==> config.mk <==
export PLATFORM = sky130hd
export DESIGN_NAME = pulse_monitor
export DESIGN_NICKNAME = d
export VERILOG_FILES = /design/src/rtl/pulse_monitor.sv
export SDC_FILE = /design/constraint.sdc
export NUM_CORES = 1
export LEC_CHECK = 0
export CELL_PAD_IN_SITES_DETAIL_PLACEMENT = 0
export CELL_PAD_IN_SITES_GLOBAL_PLACEMENT = 1
export CORE_AREA = 5 5 77 79
export CTS_CLUSTER_SIZE = 40
export DETAILED_ROUTE_END_ITERATION = 10
export DIE_AREA = 0 0 82 84
export PLACE_DENSITY = 0.89
export SLEW_MARGIN = 10
export SYNTH_ARGS = -nofsm -noshare
export SYNTH_HDL_FRONTEND = slang
export SYNTH_SLANG_ARGS = --single-unit
==> constraint.sdc <==
create_clock -name clock -period 5.1 [get_ports clock]
set_clock_uncertainty 0.15 [all_clocks]
set_input_delay 1.02 -clock clock [delete_from_list [all_inputs] [get_ports clock]]
set_output_delay 1.02 -clock clock [all_outputs]
set_load 0.02 [all_outputs]
==> src/rtl/pulse_monitor.sv <==
// Square-wave monitor: edge strobes, phase-width capture against a nominal
// length, saturating run counter with timeout, and a wrapping edge counter.
module pulse_monitor #(
   parameter int EXPECTED = 3,
   parameter int CW       = 8
) (
   input  logic          clock,
   input  logic          reset,
   input  logic          pulse_in,
   output logic          rise,
   output logic          fall,
   output logic [CW-1:0] high_width,
   output logic [CW-1:0] low_width,
   output logic          width_valid,
   output logic          width_err,
   output logic          timeout,
   output logic [15:0]   edge_count
);

   typedef enum logic [1:0] {SYNC, HIGH, LOW} state_t;

   localparam logic [CW-1:0] MAX   = '1;
   localparam logic [CW-1:0] EXP_W = CW'(EXPECTED);

   state_t        state;
   state_t        state_next;
   logic          prev;
   logic [CW-1:0] run_cnt;
   logic [CW-1:0] run_next;
   logic          edge_det;
   logic          cap_high;
   logic          cap_low;
   logic          mis;

   assign edge_det = pulse_in ^ prev;
   assign mis      = (run_cnt != EXP_W);

   always_comb begin
      run_next = run_cnt;
      if (edge_det)
         run_next = CW'(1);
      else if (run_cnt != MAX)
         run_next = run_cnt + CW'(1);
   end

   always_ff @(posedge clock or posedge reset) begin
      if (reset)
         state <= SYNC;
      else
         state <= state_next;
   end

   // The partial phase seen from SYNC is never reported.
   always_comb begin
      state_next = state;
      cap_high   = 1'b0;
      cap_low    = 1'b0;
      if (edge_det) begin
         unique case (state)
            SYNC: state_next = pulse_in ? HIGH : LOW;
            HIGH: begin
               if (!pulse_in) begin
                  cap_high   = 1'b1;
                  state_next = LOW;
               end
            end
            LOW: begin
               if (pulse_in) begin
                  cap_low    = 1'b1;
                  state_next = HIGH;
               end
            end
            default: state_next = SYNC;
         endcase
      end
   end

   always_ff @(posedge clock or posedge reset) begin
      if (reset) begin
         prev        <= 1'b0;
         run_cnt     <= '0;
         rise        <= 1'b0;
         fall        <= 1'b0;
         high_width  <= '0;
         low_width   <= '0;
         width_valid <= 1'b0;
         width_err   <= 1'b0;
         timeout     <= 1'b0;
         edge_count  <= '0;
      end else begin
         prev        <= pulse_in;
         run_cnt     <= run_next;
         rise        <= edge_det & pulse_in;
         fall        <= edge_det & ~pulse_in;
         width_valid <= cap_high | cap_low;
         if (cap_high)
            high_width <= run_cnt;
         if (cap_low)
            low_width <= run_cnt;
         if ((cap_high || cap_low) && mis)
            width_err <= 1'b1;
         if (!edge_det && run_next == MAX)
            timeout <= 1'b1;
         if (edge_det)
            edge_count <= edge_count + 16'd1;
      end
   end

endmodule

# ---- Yosys cells after proc, flatten, opt, wreduce, memory -nomap -nowiden
# Index checks and enable logic that the tools add are counted.
dict set report word_totals {
  in_bits 3
  elab_cells 43
  output_inout_bits 37
  register_bits 48
}
dict set report op_classes {
  muxes 12
  n_addsub 2
  bitwise 5
  n_eq_ne 7
  reduce_logical 6
}
# op n
set op_table {}
lappend op_table {{$add 16x1->16 const B} 1}
lappend op_table {{$mux 8} 2}
lappend op_table {{$add 8x1->8 const B} 1}
lappend op_table {{$eq 8x8->1 const B} 1}
lappend op_table {{$ne 8x2->1 const B} 1}
lappend op_table {{$ne 8x8->1 const B} 1}
lappend op_table {{$mux 1} 6}
lappend op_table {{$mux 2} 3}
lappend op_table {{$pmux 2 s3} 1}
lappend op_table {{$ne 2x2->1 const B} 2}
lappend op_table {{$reduce_and 3->1} 1}
lappend op_table {{$and 1x1->1} 2}
lappend op_table {{$eq 2x1->1 const B} 1}
lappend op_table {{$eq 2x2->1 const B} 1}
lappend op_table {{$logic_and 1x1->1} 2}
lappend op_table {{$logic_not 2->1} 1}
lappend op_table {{$logic_not 1->1} 1}
lappend op_table {{$logic_or 1x1->1} 1}
lappend op_table {{$not 1->1} 1}
lappend op_table {{$or 1x1->1} 1}
lappend op_table {{$xor 1x1->1} 1}

# ---- Logic depth before layout (Yosys ltp)
dict set report depth {
  depth_word 5
  depth_mapped 6
  depth_no_buf 6
}

# ---- Worst setup path after synthesis
# Ideal clock, no wire load.
dict set report synth_path {
  path_type {in2reg}
  startpoint {in pulse_in}
  endpoint {reg low_width[0]}
  path_slack_ns 2.513
  path_stages 4
  t_required_ns 4.825
  setup_ns 0.125
  arrival_time_ns 2.313
  path_buffers 0
  cell_sequence {inv_2 > ha_1 > nor4b_4 > mux2_2}
}
dict set report synth_between {
  elab_chain_len 3
  elab_cells_between_ends 4
  classes_between {3 x mux; 1 x bitwise}
}
# element line_no
set synth_rtl {}
lappend synth_rtl {{start: declaration} 9} ;# input logic pulse_in,
lappend synth_rtl {{$mux 1} 68} ;# if (pulse_in) begin
lappend synth_rtl {{$mux 1} 59} ;# unique case (state)
lappend synth_rtl {{$mux 1 (*)} 58} ;# if (edge_det) begin
lappend synth_rtl {{end signal: assignment} 99} ;# low_width <= run_cnt;
lappend synth_rtl {{end: declaration} 13} ;# output logic [CW-1:0] low_width,
# Mark *: on every way between the ends. The rest lies on a longest branch, timed or not.
# A chain may end at the register's enable or synchronous reset.

# ---- Final worst setup path
# Same ends and word-level chain as after synthesis.

==> metrics.txt <==
dpl hpwl=about 3100 um; Final Hold Viols=0; Synth Register Bits=48; nature of the critical path endpoint=register; sw power=341 uW; Vias=1486; switching part of the total=0.316; share of power burned in registers=0.477; Worst slew margin=0.345; vias in the first global route=roughly 1500; Async S/R FF share, synth=1.00; area occupied by multi-input gates=912 um^2; CP required=just over 5 ns; Max Fanout on Critical Path=14; Startpoint Class=input port; post-synthesis sequential area ratio=0.552; RSZ-0062 raised after global routing=no; Final setup viols=0; Sink Count=48; count of different cell masters after synthesis=38; DR pass1 iterations=4; Crit Path Class=in -> reg; CTS Buffer Depth=2; Final Critical Period=3.32 ns; final worst setup slack=between 1.5 and 2 ns; initial antenna violation count=0; max-cap violations=0; CTS buffer count=5; Root Driver=clkbuf_8; cts-stage hold buffer count=0; Pleak=about 1.2 nW; YS warnings=0; gr ovfl total=0; status=complete, no violations; CP max stage cell=nor4b_4; power share of the combinational group=0.281; CP max stage delay=0.66 ns; Hold Path Class=reg -> reg; Die Span X=roughly 82 um; final worst path period share=0.651; Iteration-0 DRC Markers=107; FMAX=around 0.3 GHz; WL per Instance=15.7 um; filler cell count=between 500 and 600; Power per Cell Area=397 nW/um^2; CP Cell Sequence=clkdlybuf4s50_1 > inv_2 > ha_1 > nor4b_4 > mux2_2; worst path bufs/invs=2; Clock Latency Late Sink=approximately 0.30 ns; Finished Cell Area=2720 um^2; Avg Inst Size Synth=11.8 um^2; I/O Pins=40; synthesized instance count=184; Placeable Area=5270 um^2; gp weighted congestion=approximately 0.76; # DRC=0; FP Rows=27; DR vias/cell=5.07; worst slew pin tran=just under 1 ns; clock-pin transition on the worst setup and hold timing paths=0.08 ns; htree depth=2; top_reg_cell synth=dfrtp_1; first-pass GRT wire length=approximately 8000 um; largest delay contributor family on the critical path=buffers and inverters; dpl cell area=about 2600 um^2; Internal=738 uW; # diodes=0; overall power=~1.1 mW; Starting Density=0.413; final net count=229; antenna-violating nets left=0; total track usage=0.150; setup repair bufs after CTS=0; Synth Net Count=between 150 and 200; Mapped Area=2180 um^2; Placed Cells=287; CTS tree=built; FF/Latch Area=1200 um^2; setup TNS=0 ns; layout cell share with drive strength beyond 1=0.140; die area=~6900 um^2; Area Overhead vs Synth=24.9%; EDFF count, synth=0; drt total wl=4590 um; CP arrival=3.35 ns; largest net degree at the start of global routing=49; I/O Buffers=39; DIE HEIGHT=approximately 84 um; Finished Layout Cells=between 200 and 300; Slew Limit Fails=0; Peak VDD IR=about 0.00024 V; PostCTS Resize Cnt=0; Clk pwr share=0.242; pre-CTS WS=1.44 ns
[state kept, by name, indices dropped and copies added, names as in the netlist]
signal,flops
edge_count,16
fall,1
high_width,8
low_width,8
prev,1
rise,1
run_cnt,8
state,2
timeout,1
width_err,1
width_valid,1
[cell usage after synthesis, types with 2 or more instances]
| cell | instances | area (um^2) |
|---|---|---|
| nand4_1 | 6 | 37.5 |
| and3_1 | 3 | 18.8 |
| o21ai_0 | 5 | 25.0 |
| and3b_1 | 2 | 17.5 |
| a22o_1 | 2 | 17.5 |
| dfrtp_1 | 48 | 1200 |
| ha_1 | 4 | 50.1 |
| a21oi_1 | 5 | 25.0 |
| a21o_1 | 2 | 15.0 |
| nor4b_1 | 2 | 17.5 |
| xor2_1 | 6 | 52.6 |
| inv_1 | 6 | 22.5 |
| clkbuf_1 | 2 | 7.51 |
| mux2_2 | 17 | 191 |
| nor3_1 | 6 | 30.0 |
| nor2_1 | 6 | 22.5 |
| xnor2_1 | 12 | 105 |
| nand2_1 | 17 | 63.8 |
| a31oi_1 | 4 | 25.0 |
| nor4b_4 | 2 | 47.6 |
| buf_2 | 6 | 30.0 |
| nand3_1 | 5 | 25.0 |
[cells by family after synthesis]
| kind of cell | count (synthesis) | synth area share |
|---|---|---|
| multiplexers | 17 | 0.0879 |
| AO/OA/AOI/OAI | 24 | 0.0724 |
| AND/OR/NAND/NOR | 58 | 0.163 |
| flip-flops | 48 | 0.552 |
| buffers and inverters | 15 | 0.0293 |
| XOR/XNOR | 18 | 0.0724 |
| adder cells (fa/ha/maj) | 4 | 0.0230 |
[area by class of cell]
class,count,area share
clock buffer,5,0.0253
multi-input combinational,121,0.335
timing repair buffer,39,0.144
sequential,48,0.442
inverter,7,0.00966
tap,72,0.0331
clock inverter,1,0.0110
[per-stage QoR]
stage,utilization,hold WS [ns]
3_5_place_dp,0.497,0.304
4_1_cts,0.516,0.323
3_3_place_gp,0.497,0.293
6_report,0.516,0.318
5_1_grt,0.516,0.363
2_1_floorplan,-,0.335
[worst reg2reg max path, cell delays in order, from the launching register on]
cell     delay (ns)
dfrtp_1        0.40
ha_1           0.49
nor4b_4        0.66
mux2_2         0.40
[power groups by stage]
stage	sequential [mW]	clock [mW]	combinational, mW
5_1_grt	0.525	0.283	0.327
2_1_floorplan	0.564	0	0.117
3_3_place_gp	0.522	0	0.300
3_5_place_dp	0.520	0	0.306
6_report	0.515	0.261	0.303
4_1_cts	0.514	0.269	0.307
[layout by cell type (no fill, tap or decap), types with 2 or more instances in the layout]
master / synthesis / final
dfrtp_1: 48 / 48
mux2_2: 17 / 17
ha_1: 4 / 4
a22o_1: 2 / 2
nor3_1: 6 / 6
a31oi_1: 4 / 4
nand2_1: 17 / 17
xor2_1: 6 / 6
a21oi_1: 5 / 5
and3b_1: 2 / 2
clkdlybuf4s50_1: 0 / 39
xnor2_1: 12 / 12
inv_2: 1 / 2
nor4b_4: 2 / 2
nand4_1: 6 / 6
nand3_1: 5 / 5
a21o_1: 2 / 2
nor4b_1: 2 / 2
inv_1: 6 / 5
nor2_1: 6 / 6
clkbuf_8: 0 / 5
o21ai_0: 5 / 5
and3_1: 3 / 3
[final timing paths]
kind	start	end	slack, ns	cells after the start
min reg2reg	width_err	width_err	0.32	1
max	pulse_in	low_width[0]	1.78	5
max reg2reg	prev	low_width[0]	2.89	3
max in group asynchronous	reset	low_width[0]	3.07	2
min	width_err	width_err	0.32	1
min in group asynchronous	reset	edge_count[5]	1.12	2
[per-layer routing]
metal	part of all wire	vias to the layer above	global-route usage
met1	0.47	728	0.215
met3	0.042	5	0.0346
met5	0	-	0
met4	0.014	0	0.0498
li1	-	716	-
met2	0.47	37	0.222
Note: power is estimated with default switching activity, not from simulation.
